$ cat config.mk
export PLATFORM = sky130hd
export DESIGN_NAME = instruction_fetch
export DESIGN_NICKNAME = d
export VERILOG_FILES = /design/src/rtl/instruction_fetch_pkg.sv /design/src/rtl/instruction_fetch_queue.sv /design/src/rtl/instruction_fetch.sv
export SDC_FILE = /design/constraint.sdc
export NUM_CORES = 1
export LEC_CHECK = 0
export CELL_PAD_IN_SITES_DETAIL_PLACEMENT = 0
export CELL_PAD_IN_SITES_GLOBAL_PLACEMENT = 1
export CORE_ASPECT_RATIO = 1.25
export CORE_MARGIN = 1.5
export CORE_UTILIZATION = 40
export CTS_BUF_LIST = sky130_fd_sc_hd__clkbuf_4 sky130_fd_sc_hd__clkbuf_8 sky130_fd_sc_hd__clkbuf_16
export DETAILED_ROUTE_END_ITERATION = 7
export PLACE_DENSITY_LB_ADDON = 0.1
export SETUP_SLACK_MARGIN = 0.02
export SLEW_MARGIN = 20
export SYNTH_ARGS = -nofsm -noshare
export SYNTH_HDL_FRONTEND = slang
export SYNTH_SLANG_ARGS = --single-unit
export TNS_END_PERCENT = 50
$ cat constraint.sdc
create_clock -name clk -period 4.7 [get_ports clk]
set_clock_uncertainty 0.1 [all_clocks]
set_input_delay 0.47 -clock clk [delete_from_list [all_inputs] [get_ports clk]]
set_output_delay 0.47 -clock clk [all_outputs]
set_load 0.005 [all_outputs]
$ cat src/rtl/instruction_fetch_pkg.sv
// rtl/instruction_fetch_pkg.sv - shared core constants and fetch queue entry type
package instruction_fetch_pkg;

    localparam int XLEN      = 32;
    localparam int IFQ_DEPTH = 2;
    localparam logic [XLEN-1:0] NOP_INST = 32'h0000_0013;

    typedef struct packed {
        logic [XLEN-1:0] pc;
        logic [XLEN-1:0] inst;
    } fetch_entry_t;

    localparam fetch_entry_t RESET_ENTRY = '{pc: '0, inst: NOP_INST};

endpackage

$ cat src/rtl/instruction_fetch_queue.sv
// rtl/instruction_fetch_queue.sv - shift-register {pc, inst} queue with flush and occupancy
module fetch_queue
    import instruction_fetch_pkg::*;
#(
    parameter  int DEPTH = IFQ_DEPTH,
    localparam int CW    = $clog2(DEPTH + 1)
) (
    input  logic          clk,
    input  logic          rst,
    input  logic          flush,
    input  logic          push_valid,
    input  fetch_entry_t  push_data,
    input  logic          pop,
    output logic          head_valid,
    output fetch_entry_t  head_data,
    output logic [CW-1:0] occupancy
);

    fetch_entry_t  mem_q [DEPTH];
    fetch_entry_t  mem_d [DEPTH];
    logic [CW-1:0] count_q;
    logic [CW-1:0] count_d;
    logic [CW-1:0] wr_idx;
    logic          pop_en;
    logic          push_en;

    // Slot 0 is always the head, so a waiting head never moves until popped.
    always_comb begin
        mem_d   = mem_q;
        count_d = count_q;
        pop_en  = pop && (count_q != '0);
        wr_idx  = count_q - CW'(pop_en);
        push_en = push_valid && (wr_idx < CW'(DEPTH));
        if (flush) begin
            count_d = '0;
        end else begin
            if (pop_en) begin
                for (int i = 0; i < DEPTH - 1; i++) begin
                    mem_d[i] = mem_q[i+1];
                end
            end
            if (push_en) begin
                for (int i = 0; i < DEPTH; i++) begin
                    if (CW'(i) == wr_idx) begin
                        mem_d[i] = push_data;
                    end
                end
            end
            count_d = count_q - CW'(pop_en) + CW'(push_en);
        end
    end

    always_ff @(posedge clk) begin
        if (rst) begin
            count_q <= '0;
            for (int i = 0; i < DEPTH; i++) begin
                mem_q[i] <= RESET_ENTRY;
            end
        end else begin
            count_q <= count_d;
            mem_q   <= mem_d;
        end
    end

    assign head_valid = (count_q != '0);
    assign head_data  = mem_q[0];
    assign occupancy  = count_q;

endmodule

$ cat src/rtl/instruction_fetch.sv
// rtl/instruction_fetch.sv - credit-limited instruction fetch with redirect and stale-response drop
module instruction_fetch
    import instruction_fetch_pkg::*;
#(
    parameter logic [XLEN-1:0] RESET_PC = 32'h0000_0000
) (
    input  logic            clk,
    input  logic            rst,
    output logic            imem_req,
    output logic [XLEN-1:0] imem_addr,
    input  logic            imem_ready,
    input  logic            imem_rvalid,
    input  logic [XLEN-1:0] imem_rdata,
    input  logic            redirect,
    input  logic [XLEN-1:0] redirect_pc,
    output logic            out_valid,
    output logic [XLEN-1:0] out_inst,
    output logic [XLEN-1:0] out_pc,
    input  logic            out_ready
);

    localparam int CW = $clog2(IFQ_DEPTH + 1);

    logic [XLEN-1:0] fetch_pc_q, fetch_pc_d;
    logic [XLEN-1:0] infl_q [IFQ_DEPTH];
    logic [XLEN-1:0] infl_d [IFQ_DEPTH];
    logic [CW-1:0]   outstanding_q, outstanding_d;
    logic [CW-1:0]   drop_q, drop_d;
    logic [CW-1:0]   infl_wr_idx;
    logic [CW-1:0]   q_occ;
    logic [CW:0]     credit_used;
    logic            rsp;
    logic            accept;
    logic            q_push, q_pop, q_flush;
    fetch_entry_t    q_push_data;
    fetch_entry_t    q_head;

    // Queued plus in-flight words never exceed the queue depth, so every response has a slot.
    assign credit_used = {1'b0, q_occ} + {1'b0, outstanding_q};
    assign imem_req    = !rst && !redirect && (credit_used < (CW+1)'(IFQ_DEPTH));
    assign imem_addr   = fetch_pc_q;
    assign accept      = imem_req && imem_ready;
    assign rsp         = imem_rvalid && (outstanding_q != '0);

    always_comb begin
        fetch_pc_d    = fetch_pc_q;
        infl_d        = infl_q;
        outstanding_d = outstanding_q - CW'(rsp) + CW'(accept);
        drop_d        = drop_q;
        infl_wr_idx   = outstanding_q - CW'(rsp);
        q_push        = 1'b0;
        q_pop         = 1'b0;
        q_flush       = 1'b0;
        q_push_data   = '{pc: infl_q[0], inst: imem_rdata};

        if (rsp) begin
            for (int i = 0; i < IFQ_DEPTH - 1; i++) begin
                infl_d[i] = infl_q[i+1];
            end
        end
        if (accept) begin
            fetch_pc_d = fetch_pc_q + XLEN'(4);
            for (int i = 0; i < IFQ_DEPTH; i++) begin
                if (CW'(i) == infl_wr_idx) begin
                    infl_d[i] = fetch_pc_q;
                end
            end
        end

        if (redirect) begin
            // Everything still in flight after this cycle belongs to the old path.
            fetch_pc_d = redirect_pc & ~XLEN'(3);
            q_flush    = 1'b1;
            drop_d     = outstanding_q - CW'(rsp);
        end else begin
            if (rsp) begin
                if (drop_q != '0) begin
                    drop_d = drop_q - CW'(1);
                end else begin
                    q_push = 1'b1;
                end
            end
            q_pop = out_valid && out_ready;
        end
    end

    always_ff @(posedge clk) begin
        if (rst) begin
            fetch_pc_q    <= RESET_PC & ~XLEN'(3);
            outstanding_q <= '0;
            drop_q        <= '0;
            for (int i = 0; i < IFQ_DEPTH; i++) begin
                infl_q[i] <= '0;
            end
        end else begin
            fetch_pc_q    <= fetch_pc_d;
            outstanding_q <= outstanding_d;
            drop_q        <= drop_d;
            infl_q        <= infl_d;
        end
    end

    fetch_queue #(
        .DEPTH (IFQ_DEPTH)
    ) u_fetch_queue (
        .clk        (clk),
        .rst        (rst),
        .flush      (q_flush),
        .push_valid (q_push),
        .push_data  (q_push_data),
        .pop        (q_pop),
        .head_valid (out_valid),
        .head_data  (q_head),
        .occupancy  (q_occ)
    );

    assign out_inst = q_head.inst;
    assign out_pc   = q_head.pc;

endmodule
==> results by group <==
STA
  – Setup violators final: 0
  – Fmax: 0.312 GHz
  – Worst slew margin: 31.5%
  – Worst-margin pin slew: 1030 ps
  – Slew Viols, Final: 0
  – Crit path setup slack, layout: 1490 ps
  – RSZ-0062 raised after global routing: false
  – Total Neg Setup Slack: 0 ps
  – Worst hold slack: 353 ps
  – Final hold vios: 0
  – Period Utilization, post-route: 68.2%
  – Final Critical Period: 3210 ps

Floorplan
  – Area of the core: 0.0251 mm2
  – I/O pins: 168
  – Row cnt: 65
  – Die X: 146 um
  – Die area: 0.0265 mm2
  – Initial Utilization: 40.6%
  – Die H: 182 um

Pwr
  – LEAKAGE: 0.00398 uW
  – Combinational fraction of design power: 16.5%
  – Part of the power in registers: 44.5%
  – NetSw: 1360 uW
  – Power density cells: 396 mW/mm2
  – Internal power: 3530 uW
  – Max IR drop VDD: 0.220 mV
  – Clock share of power: 39.0%
  – Switch share: 27.8%

Synthesis
  – Synthesized area: 0.0102 mm2
  – Avg Cell Area, Syn: 8.11 um2
  – Ys flop type: dfxtp_1
  – Syn. warnings: 0
  – Post-Syn Instances: 1,259
  – Fraction of registers with async set/reset: 0%
  – Seq/Total Area, Yosys: 44.3%
  – #FFs+latches synth: 226
  – Post-synthesis cell type count: 58
  – Number of synthesized flops with an enable pin: 0

Final layout
  – Commonest non-fill, non-tap cell in the layout: nand2_1
  – Post-Route Utilization: 49.1%
  – ANT cells: 0
  – Most frequent cells in the layout: nand2_1, dfxtp_1, clkdlybuf4s50_1
  – Share of post-route cells with drive strength above 1: 5.61%
  – Layout fillers: 2,429
  – P&R area growth vs syn: 20.8%
  – Design area: 0.0123 mm2
  – Final #Nets: 1,361

Placement
  – Detailed placer's ending HPWL: 17,800 um
  – Area after DPL: 0.0116 mm2
  – I/O Buffers: 163
  – Dpl ws: 1300 ps
  – GP Congestion: 0.794

Drt
  – Drt pass-1 iters: 7
  – DRC Markers: 0
  – DRT iter0 DRCs: 526
  – Via-to-Cell Ratio: 5.58
  – WL per Instance: 18.0 um
  – Routed WL: 29,500 um
  – Post-route ant nets: 0
  – Vias: 9,129

CTS
  – Worst-skew pair later-pin latency: 520 ps
  – Clock Tree Root: clkbuf_16
  – CTS H-Tree Depth: 1
  – Clk pin slew, worst setup/hold paths: 60 ps
  – Post-CTS Repair Setup Buffers: 0
  – Clk buf depth: 3
  – Hold_buf cts: 0
  – Number of buffers created by CTS: 24
  – Resized Gates After CTS: 0
  – CTS tree: done
  – Clock Sink Count: 226

Setup path
  – Worst path depth: 6
  – FF-to-FF path depth: 6
  – Critical path class: register to register
  – Setup crit end kind: register
  – CP max FO: 17
  – Slowest stage delay, CP: 700 ps
  – Required @ worst endpoint: 5030 ps
  – Bufs and invs on worst path: 0
  – Worst-path cell chain: and2_1, fa_1, or3b_1, or3_1, or4_1, a311oi_1
  – Crit-path slowest cell: or3b_1
  – Top delay family on crit path: simple AND/OR/NAND/NOR gates
  – Worst setup SP type: register
  – Crit path DAT: 3540 ps

Worst hold path
  – Worst hold stages: 2
  – Worst hold path class: register to register

GRT
  – Vias in the first global route: 8,765
  – Antenna violations before repair: 0
  – First-pass GRT wire length: 47,900 um
  – Total GRT Usage: 21.9%
  – GRT Residual Overflow: 0
  – Pin count of the biggest net entering global routing: 121

Outcome
  – Status: complete, no violations

Job
  – Max Cap Viol: 0
-- synth_stat cells, drive strengths merged (5+ instances only) --
library cell    n  area share (%)
a211oi         11            0.86
a21oi         105             5.1
a22oi          61             4.5
a311oi         39             3.3
a32oi          61             5.2
and2            5            0.31
and3           12            0.73
buf            74             5.2
clkbuf        105             3.9
dfxtp         226              44
inv            14            0.51
nand2         278              10
nand3          13            0.64
nand4          13            0.80
nor2           53             1.9
nor2b           6            0.37
nor3           10            0.49
nor4            8            0.49
o21ai          68             3.3
o311ai          5            0.43
o31ai           6            0.44
or3            10            0.61
or4            13            0.96
xnor2           6            0.51
-- worst paths after layout --
path / start / end / slack (ps)
min reg2reg: u_fetch_queue.mem_q[54] / u_fetch_queue.mem_q[54] / 350
max: u_fetch_queue.occupancy[0] / imem_addr[13] / 1490
min: u_fetch_queue.mem_q[54] / u_fetch_queue.mem_q[54] / 350
max reg2reg: u_fetch_queue.occupancy[0] / imem_addr[13] / 1490
-- power by group through the flow --
stage / Sequential [uW] / Clock, uW / Combinational [uW]
2_1_floorplan: 2160 / 0 / 526
3_3_place_gp: 2210 / 0 / 801
3_5_place_dp: 2220 / 0 / 808
4_1_cts: 2170 / 1950 / 812
5_1_grt: 2190 / 2040 / 883
6_report: 2170 / 1910 / 805
-- metrics by stage --
| stage | power (uW) | std cells |
|---|---|---|
| after floorplan | 2690 | 1260 |
| after global placement | 3010 | 1595 |
| after detailed placement | 3020 | 1595 |
| after CTS | 4930 | 1637 |
| after global routing | 5110 | 1637 |
| final | 4890 | 1637 |
-- registers in the layout, summed over array words and instances, names as in the netlist --
| register | cells |
|---|---|
| drop_q | 2 |
| imem_addr | 30 |
| infl_q | 62 |
| outstanding_q | 2 |
| u_fetch_queue.head_data | 64 |
| u_fetch_queue.mem_q | 64 |
| u_fetch_queue.occupancy | 2 |
-- per-layer routing --
| metal | part of all wire [%] | vias to the layer above | GRT usage (%) |
|---|---|---|---|
| met2 | 48 | 237 | 37.5 |
| met1 | 47 | 4324 | 29.3 |
| li1 | - | 4538 | - |
| met3 | 4.3 | 30 | 2.79 |
| met4 | 1.3 | 0 | 4.73 |
| met5 | 0 | - | 0 |
-- cell type report --
| type | count | area [um2] | area share [%] |
|---|---|---|---|
| multi-input combinational | 841 | 4750 | 38.5 |
| sequential | 226 | 4520 | 36.7 |
| timing repair buffer | 179 | 1800 | 14.6 |
| clock buffer | 39 | 749 | 6.07 |
| tap | 335 | 419 | 3.40 |
| inverter | 14 | 52.6 | 0.426 |
| clock inverter | 3 | 40.0 | 0.324 |
-- cells by family (layout without fill, tap and decap cells) --
family,count (synthesis),after routing,synth area share [%]
adder cells (fa/ha/maj),5,5,0.686
AND/OR/NAND/NOR,437,437,18.9
other,1,2,0.0367
XOR/XNOR,10,10,0.857
multiplexers,1,1,0.0980
buffers and inverters,193,235,9.58
AO/OA/AOI/OAI,386,386,25.6
flip-flops,226,226,44.3
-- worst min-delay path, cell delays in order, from the launching register on --
cell and delay [ps]:
dfxtp_1 300, nand2_1 50, a21oi_1 50
Power figures use the tool's default switching activity.
